`config.mk`:
```
export PLATFORM = sky130hd
export DESIGN_NAME = instruction_fetch_unit_flat
export DESIGN_NICKNAME = d
export VERILOG_FILES = /design/src/rtl/instruction_fetch_unit_pkg.sv /design/src/rtl/instruction_fetch_unit_if.sv /design/src/rtl/instruction_fetch_unit_pc_reg.sv /design/src/rtl/instruction_fetch_unit.sv /design/src/flat_wrapper.sv
export SDC_FILE = /design/constraint.sdc
export NUM_CORES = 1
export LEC_CHECK = 0
export CELL_PAD_IN_SITES_DETAIL_PLACEMENT = 1
export CELL_PAD_IN_SITES_GLOBAL_PLACEMENT = 1
export CORE_MARGIN = 1
export CORE_UTILIZATION = 39
export CTS_CLUSTER_SIZE = 28
export DETAILED_ROUTE_END_ITERATION = 16
export PLACE_DENSITY = 0.88
export SYNTH_ARGS = -nofsm -noshare
export SYNTH_HDL_FRONTEND = slang
export SYNTH_SLANG_ARGS = --single-unit
export TNS_END_PERCENT = 100
```
`constraint.sdc`:
```
create_clock -name clk -period 7.2 [get_ports clk]
set_input_delay 1.8 -clock clk [delete_from_list [all_inputs] [get_ports clk]]
set_output_delay 1.8 -clock clk [all_outputs]
set_load 0.02 [all_outputs]
```
`src/rtl/instruction_fetch_unit_pkg.sv`:
```
// rtl/instruction_fetch_unit_pkg.sv - shared constants, FSM encodings and PC alignment helper for the fetch unit
package instruction_fetch_unit_pkg;

    localparam logic [31:0] INSTR_NOP    = 32'h00000013;
    localparam logic [31:0] INSTR_EBREAK = 32'h00100073;
    localparam logic [31:0] PC_STEP      = 32'd4;
    localparam logic [31:0] PC_ALIGN     = 32'hFFFF_FFFC;

    localparam logic [1:0] ST_BOOT = 2'd0;
    localparam logic [1:0] ST_RUN  = 2'd1;
    localparam logic [1:0] ST_HALT = 2'd2;

    function automatic logic [31:0] align_pc(input logic [31:0] pc);
        return pc & PC_ALIGN;
    endfunction

endpackage

```
`src/rtl/instruction_fetch_unit_if.sv`:
```
// rtl/instruction_fetch_unit_if.sv - instruction memory port and IF/ID handshake bundle
interface instruction_fetch_unit_if #(
    parameter int ADDR_W = 10
);
    logic [ADDR_W-1:0] imem_addr;
    logic [31:0]       imem_instr;
    logic              if_valid;
    logic              if_ready;
    logic [31:0]       if_pc;
    logic [31:0]       if_instr;

    modport master (
        output imem_addr,
        input  imem_instr,
        output if_valid,
        input  if_ready,
        output if_pc,
        output if_instr
    );

    modport slave (
        input  imem_addr,
        output imem_instr,
        input  if_valid,
        output if_ready,
        input  if_pc,
        input  if_instr
    );
endinterface

```
`src/rtl/instruction_fetch_unit_pc_reg.sv`:
```
// rtl/instruction_fetch_unit_pc_reg.sv - fetch_pc_reg: program counter with +4 step and aligned redirect
module fetch_pc_reg
    import instruction_fetch_unit_pkg::*;
#(
    parameter logic [31:0] RESET_PC = 32'h00000000
) (
    input  logic        clk,
    input  logic        reset,
    input  logic        advance_i,
    input  logic        redirect_valid_i,
    input  logic [31:0] redirect_pc_i,
    output logic [31:0] pc_o
);

    logic [31:0] pc_q, pc_d;

    // Redirect wins over a step; the top never asserts both in one cycle anyway.
    always_comb begin
        pc_d = pc_q;
        if (redirect_valid_i) begin
            pc_d = align_pc(redirect_pc_i);
        end else if (advance_i) begin
            pc_d = pc_q + PC_STEP;
        end
    end

    always_ff @(posedge clk or posedge reset) begin
        if (reset) begin
            pc_q <= RESET_PC;
        end else begin
            pc_q <= pc_d;
        end
    end

    assign pc_o = pc_q;

endmodule

```
`src/rtl/instruction_fetch_unit.sv`:
```
// rtl/instruction_fetch_unit.sv - PC, instruction memory request and IF/ID output register with valid/ready
// Optional FETCH_HALT_EN: stop fetching after delivering an EBREAK until the next redirect.
module instruction_fetch_unit
    import instruction_fetch_unit_pkg::*;
#(
    parameter int          ADDR_W   = 10,
    parameter logic [31:0] RESET_PC = 32'h00000000
) (
    input  logic                        clk,
    input  logic                        reset,
    instruction_fetch_unit_if.master    bus,
    input  logic                        stall,
    input  logic                        redirect_valid,
    input  logic [31:0]                 redirect_pc,
    output logic [31:0]                 fetch_count,
    output logic                        halted
);

    logic [1:0]  state_q, state_d;
    logic        if_valid_q, if_valid_d;
    logic [31:0] if_pc_q, if_pc_d;
    logic [31:0] if_instr_q, if_instr_d;
    logic [31:0] count_q, count_d;
    logic [31:0] pc;
    logic        consume;
    logic        load;

    assign consume = if_valid_q & bus.if_ready;
    assign load    = (state_q == ST_RUN) & ~stall & (~if_valid_q | bus.if_ready) & ~redirect_valid;

    fetch_pc_reg #(
        .RESET_PC(RESET_PC)
    ) u_pc_reg (
        .clk              (clk),
        .reset            (reset),
        .advance_i        (load),
        .redirect_valid_i (redirect_valid),
        .redirect_pc_i    (redirect_pc),
        .pc_o             (pc)
    );

    assign bus.imem_addr = pc[ADDR_W+1:2];

`ifdef FETCH_HALT_EN
    logic halted_q, halted_d;

    always_comb begin
        state_d  = state_q;
        halted_d = halted_q;
        case (state_q)
            ST_BOOT: state_d = ST_RUN;
            ST_RUN: begin
                // The EBREAK itself is still loaded; only later fetches stop.
                if (load && (bus.imem_instr == INSTR_EBREAK)) begin
                    state_d  = ST_HALT;
                    halted_d = 1'b1;
                end
            end
            ST_HALT: begin
                if (redirect_valid) begin
                    state_d  = ST_RUN;
                    halted_d = 1'b0;
                end
            end
            default: state_d = ST_BOOT;
        endcase
    end

    always_ff @(posedge clk or posedge reset) begin
        if (reset) begin
            halted_q <= 1'b0;
        end else begin
            halted_q <= halted_d;
        end
    end

    assign halted = halted_q;
`else
    always_comb begin
        state_d = state_q;
        case (state_q)
            ST_BOOT: state_d = ST_RUN;
            ST_RUN:  state_d = ST_RUN;
            default: state_d = ST_BOOT;
        endcase
    end

    assign halted = 1'b0;
`endif

    // A consume coinciding with a redirect still counts: decode took that word.
    always_comb begin
        if_valid_d = if_valid_q;
        if_pc_d    = if_pc_q;
        if_instr_d = if_instr_q;
        count_d    = count_q + {31'd0, consume};
        if (redirect_valid) begin
            if_valid_d = 1'b0;
        end else if (load) begin
            if_valid_d = 1'b1;
            if_pc_d    = pc;
            if_instr_d = bus.imem_instr;
        end else if (consume) begin
            if_valid_d = 1'b0;
        end
    end

    always_ff @(posedge clk or posedge reset) begin
        if (reset) begin
            state_q    <= ST_BOOT;
            if_valid_q <= 1'b0;
            if_pc_q    <= 32'd0;
            if_instr_q <= INSTR_NOP;
            count_q    <= 32'd0;
        end else begin
            state_q    <= state_d;
            if_valid_q <= if_valid_d;
            if_pc_q    <= if_pc_d;
            if_instr_q <= if_instr_d;
            count_q    <= count_d;
        end
    end

    assign bus.if_valid = if_valid_q;
    assign bus.if_pc    = if_pc_q;
    assign bus.if_instr = if_instr_q;
    assign fetch_count  = count_q;

endmodule
```
`src/flat_wrapper.sv`:
```
// flat-port wrapper written by rule: the top's interface ports become plain ports
module instruction_fetch_unit_flat import instruction_fetch_unit_pkg::*;
#(
    parameter int          ADDR_W   = 10,
    parameter logic [31:0] RESET_PC = 32'h00000000
)
  (clk, reset, stall, redirect_valid, redirect_pc, fetch_count, halted, bus_imem_addr, bus_imem_instr, bus_if_valid, bus_if_ready, bus_if_pc, bus_if_instr);
  instruction_fetch_unit_if #(.ADDR_W(ADDR_W)) bus_i ();
  input  logic clk;
  input  logic reset;
  input  logic stall;
  input  logic redirect_valid;
  input  logic [31:0] redirect_pc;
  output logic [31:0] fetch_count;
  output logic halted;
  output wire logic [$bits(bus_i.imem_addr)-1:0] bus_imem_addr;
  input wire logic [$bits(bus_i.imem_instr)-1:0] bus_imem_instr;
  output wire logic [$bits(bus_i.if_valid)-1:0] bus_if_valid;
  input wire logic [$bits(bus_i.if_ready)-1:0] bus_if_ready;
  output wire logic [$bits(bus_i.if_pc)-1:0] bus_if_pc;
  output wire logic [$bits(bus_i.if_instr)-1:0] bus_if_instr;
  assign bus_imem_addr = bus_i.imem_addr;
  assign bus_i.imem_instr = bus_imem_instr;
  assign bus_if_valid = bus_i.if_valid;
  assign bus_i.if_ready = bus_if_ready;
  assign bus_if_pc = bus_i.if_pc;
  assign bus_if_instr = bus_i.if_instr;
  instruction_fetch_unit #(.ADDR_W(ADDR_W), .RESET_PC(RESET_PC)) u_core (.clk(clk), .reset(reset), .bus(bus_i), .stall(stall), .redirect_valid(redirect_valid), .redirect_pc(redirect_pc), .fetch_count(fetch_count), .halted(halted));
endmodule
```
==> results by group <==
Routing
  • Routed length per placed instance: 19.0 um
  • Iter 0 DRT Violations: 198
  • Number of iterations in the first detailed-routing pass: 4
  • Vias per inst: 5.03
  • Total wire length after detailed routing: 15.7 mm
  • Final antenna-violating net count: 0
  • Via total after detailed routing: 4137
  • Total DRC errors in the routed layout: 0

Power and ir drop
  • Largest vdd supply drop: 0.000142 V
  • PD cells: 291 nW/um^2
  • Leakage dissipation: 3.40 nW

Worst setup path
  • Maximum net fanout on the critical path: 51
  • Delay of the slowest critical-path stage: 0.66 ns
  • Type of origin of the critical path: primary input
  • Required @ worst endpoint: 7.49 ns
  • Startpoint-to-endpoint class of the critical path: primary input to flop
  • Arrival time of data at the critical path endpoint: 4.26 ns
  • Crit-path leading delay family: buffers and inverters
  • Count of buffering cells on the critical path with inverters included: 2
  • Worst setup EP type: flop
  • List of cells traversed by the critical path: clkdlybuf4s50_1 > nand2b_1 > nor3_4 > buf_4 > mux2_2
  • Reg-to-reg setup timing slack: 4.70 ns
  • Cell type of the slowest stage on the worst timing path: sky130_fd_sc_hd__buf_4

Clocking
  • Clock tree from TritonCTS: yes
  • # H-tree levels: 4
  • Number of buffers inserted by post-CTS setup repair: 0
  • Clock-pin slew of the registers on the worst-case setup and hold paths: 0.05 ns
  • Later-pin clock latency in the skew report: 0.41 ns
  • CTS Root Buffer Type: sky130_fd_sc_hd__clkbuf_16
  • Number of buffers inserted for hold repair after clock tree synthesis: 0
  • Sink Count: 126
  • Cts bufs inserted: 17
  • Number of buffers on the longest clock path: 2
  • Post_cts resized: 0

Synth
  • Mean instance size in the synthesized netlist: 12.2 um^2
  • Ranking of synthesized cells by area: sky130_fd_sc_hd__dfrtp_1 55%, sky130_fd_sc_hd__mux2_2 12%, sky130_fd_sc_hd__xor2_1 5.1%
  • Count of flip-flops with a built-in enable after synthesis: 0
  • Number of standard cells after synthesis: 462
  • YS warnings: 0
  • Area share of the leading cell type in the synthesized netlist: 54.6%
  • Dominant cell type by area after synthesis: sky130_fd_sc_hd__dfrtp_1
  • Register bit total from synthesis: 126
  • Top cell types by occurrence after synthesis: 123 x sky130_fd_sc_hd__dfrtp_1, 60 x sky130_fd_sc_hd__mux2_2, 46 x sky130_fd_sc_hd__nand2_1, 33 x sky130_fd_sc_hd__xor2_1, 25 x sky130_fd_sc_hd__xnor2_1
  • Share of the yosys chip area belonging to registers: 56.0%
  • Most instantiated flip-flop cell in the synthesis netlist: sky130_fd_sc_hd__dfrtp_1
  • Synth cell types: 38
  • Post-Syn Area: 5640 um^2
  • Dominant cell by count in the synthesized netlist: sky130_fd_sc_hd__dfrtp_1
  • Synth async-reset ratio: 100%

Layout
  • FF/Latch Area: 3160 um^2
  • Final layout net count: 700
  • Multi-input logic area: 2300 um^2
  • Utilization of the core after routing: 57.9%
  • Signed area change from the synthesized netlist to the final layout: 43.7%
  • Number of fill cells in the layout: 1418
  • Final std cell area, no fill: 8100 um^2
  • Fraction of final layout cells with drive strength greater than 1: 17.8%

Timing
  • Max-slew violation count: 0
  • RSZ-0062 raised after global routing: false
  • Setup TNS: 0 ns
  • Clock period minus worst slack: 3.96 ns
  • Measured slew at the worst slew-check pin: 0.898 ns
  • Highest Clock Rate: 252 MHz
  • Post-layout worst setup margin: 3.24 ns
  • Largest clock skew in the final design: 0.00749 ns
  • Slew HR: 40.0%
  • Final number of hold-violating endpoints: 0
  • Count of endpoints failing setup in the final report: 0
  • Final critical-path share of the clock period: 55.1%

Die
  • Width of the die: 122 um
  • CORE AREA: 14000 um^2
  • Initial core utilization: 40.3%
  • Number of rows in the core area: 43
  • Ports placed on the boundary: 177
  • Die Area: 14900 um^2
  • Vert. Die Dim: 122 um

Place
  • Routability-driven placement congestion ratio: 0.707
  • Quantity of I/O buffers inserted on ports: 171
  • Detailed-placement wirelength estimate: 10.5 mm
  • Placed standard-cell area: 7430 um^2
  • Pre-CTS setup slack: 2.75 ns

Global routing
  • Antenna violations before repair: 1
  • Vias in the first global route: 4505
  • First-pass GRT wire length: 25.3 mm
  • Global-route congestion overflow total: 0
  • Total routing usage reported by global routing: 22.4%
  • Largest net degree at the start of global routing: 69

Run status
  • Run status: complete, no violations

Flow run
  • Max-cap viol count: 0

Hold path
  • Hold crit path type: flop to flop
==> where the power goes <==
part / internal, mW / switching, mW / leakage [nW]
Clock: 0.655 / 0.301 / 0.327
Sequential: 0.816 / 0.0818 / 1.57
Combinational: 0.266 / 0.242 / 1.50
==> cells in the final DEF (no fill, tap or decap), types with 4 or more instances in the layout <==
master	count
sky130_fd_sc_hd__nand2_1	46
sky130_fd_sc_hd__and4_1	5
sky130_fd_sc_hd__nor3_1	6
sky130_fd_sc_hd__clkdlybuf4s50_1	170
sky130_fd_sc_hd__o21ai_1	4
sky130_fd_sc_hd__clkbuf_16	17
sky130_fd_sc_hd__nor2_1	8
sky130_fd_sc_hd__dfrtp_1	123
sky130_fd_sc_hd__clkbuf_8	8
sky130_fd_sc_hd__xor2_1	33
sky130_fd_sc_hd__nand3_1	22
sky130_fd_sc_hd__nand4_1	20
sky130_fd_sc_hd__mux2_2	60
sky130_fd_sc_hd__xnor2_1	25
sky130_fd_sc_hd__conb_1	4
sky130_fd_sc_hd__o21ai_0	23
sky130_fd_sc_hd__bufinv_16	4
sky130_fd_sc_hd__and3_1	13
sky130_fd_sc_hd__mux2_1	5
sky130_fd_sc_hd__nand3_2	5
==> metal layers <==
layer  vias up  share of wire (%)  global-route usage, %
met5         -                  0                      0
met4         0                1.0                   6.10
met3        13                5.3                   6.23
met2       137                 52                   38.8
met1      2067                 42                   27.4
li1       1920                  -                      -
==> flip-flops by register name, indices dropped and copies added (netlist names) <==
| register | count |
|---|---|
| u_core.bus.if_instr | 32 |
| u_core.bus.if_pc | 30 |
| u_core.bus.if_valid | 1 |
| u_core.fetch_count | 32 |
| u_core.state_q | 1 |
| u_core.u_pc_reg.pc_o | 30 |
==> final cells by class <==
class,instances,area share [%]
sequential,126,39.0
antenna,1,0.0309
tap,180,2.78
inverter,4,0.216
multi-input combinational,305,28.4
clock buffer,28,6.75
clock inverter,4,1.48
timing repair buffer,174,21.3
==> worst reg2reg max path, stage by stage (launching register included) <==
cell and delay, ns:
sky130_fd_sc_hd__dfrtp_1 0.39, sky130_fd_sc_hd__nor2b_1 0.28, sky130_fd_sc_hd__nor3_4 0.59, sky130_fd_sc_hd__buf_4 0.66, sky130_fd_sc_hd__mux2_2 0.45
==> cells by family (layout without fill, tap and decap cells) <==
family                   Yosys count  in the layout  share of synthesized area [%]
AND/OR/NAND/NOR                  146            146                           15.2
AO/OA/AOI/OAI                     28             28                           2.49
adder cells (fa/ha/maj)            3              3                          0.666
XOR/XNOR                          58             58                           9.01
flip-flops                       126            126                           56.0
multiplexers                      66             66                           13.2
buffers and inverters             33            210                           3.31
other                              2              5                          0.133
==> metrics by stage <==
stage | power [mW] | hold slack, ns | cells
finish | 2.36 | 0.491 | 822
CTS | 2.39 | 0.498 | 821
floorplan | 1.15 | 0.500 | 464
global placement | 1.39 | 0.466 | 789
global route | 2.46 | 0.514 | 821
detailed placement | 1.42 | 0.483 | 789
==> path summary, 6_finish.rpt <==
kind,startpoint,endpoint,depth (start not counted)
worst max-delay path,stall,u_core.bus.if_instr[9],5
worst min-delay path,u_core.bus.if_instr[31],u_core.bus.if_instr[31],1
worst max register to register,u_core.bus.if_valid,u_core.bus.if_instr[9],4
worst min register to register,u_core.bus.if_instr[31],u_core.bus.if_instr[31],1
max in group asynchronous,reset,u_core.bus.if_pc[7],3
min in group asynchronous,reset,u_core.fetch_count[7],2
No activity file was read; power rests on OpenSTA's default activity.
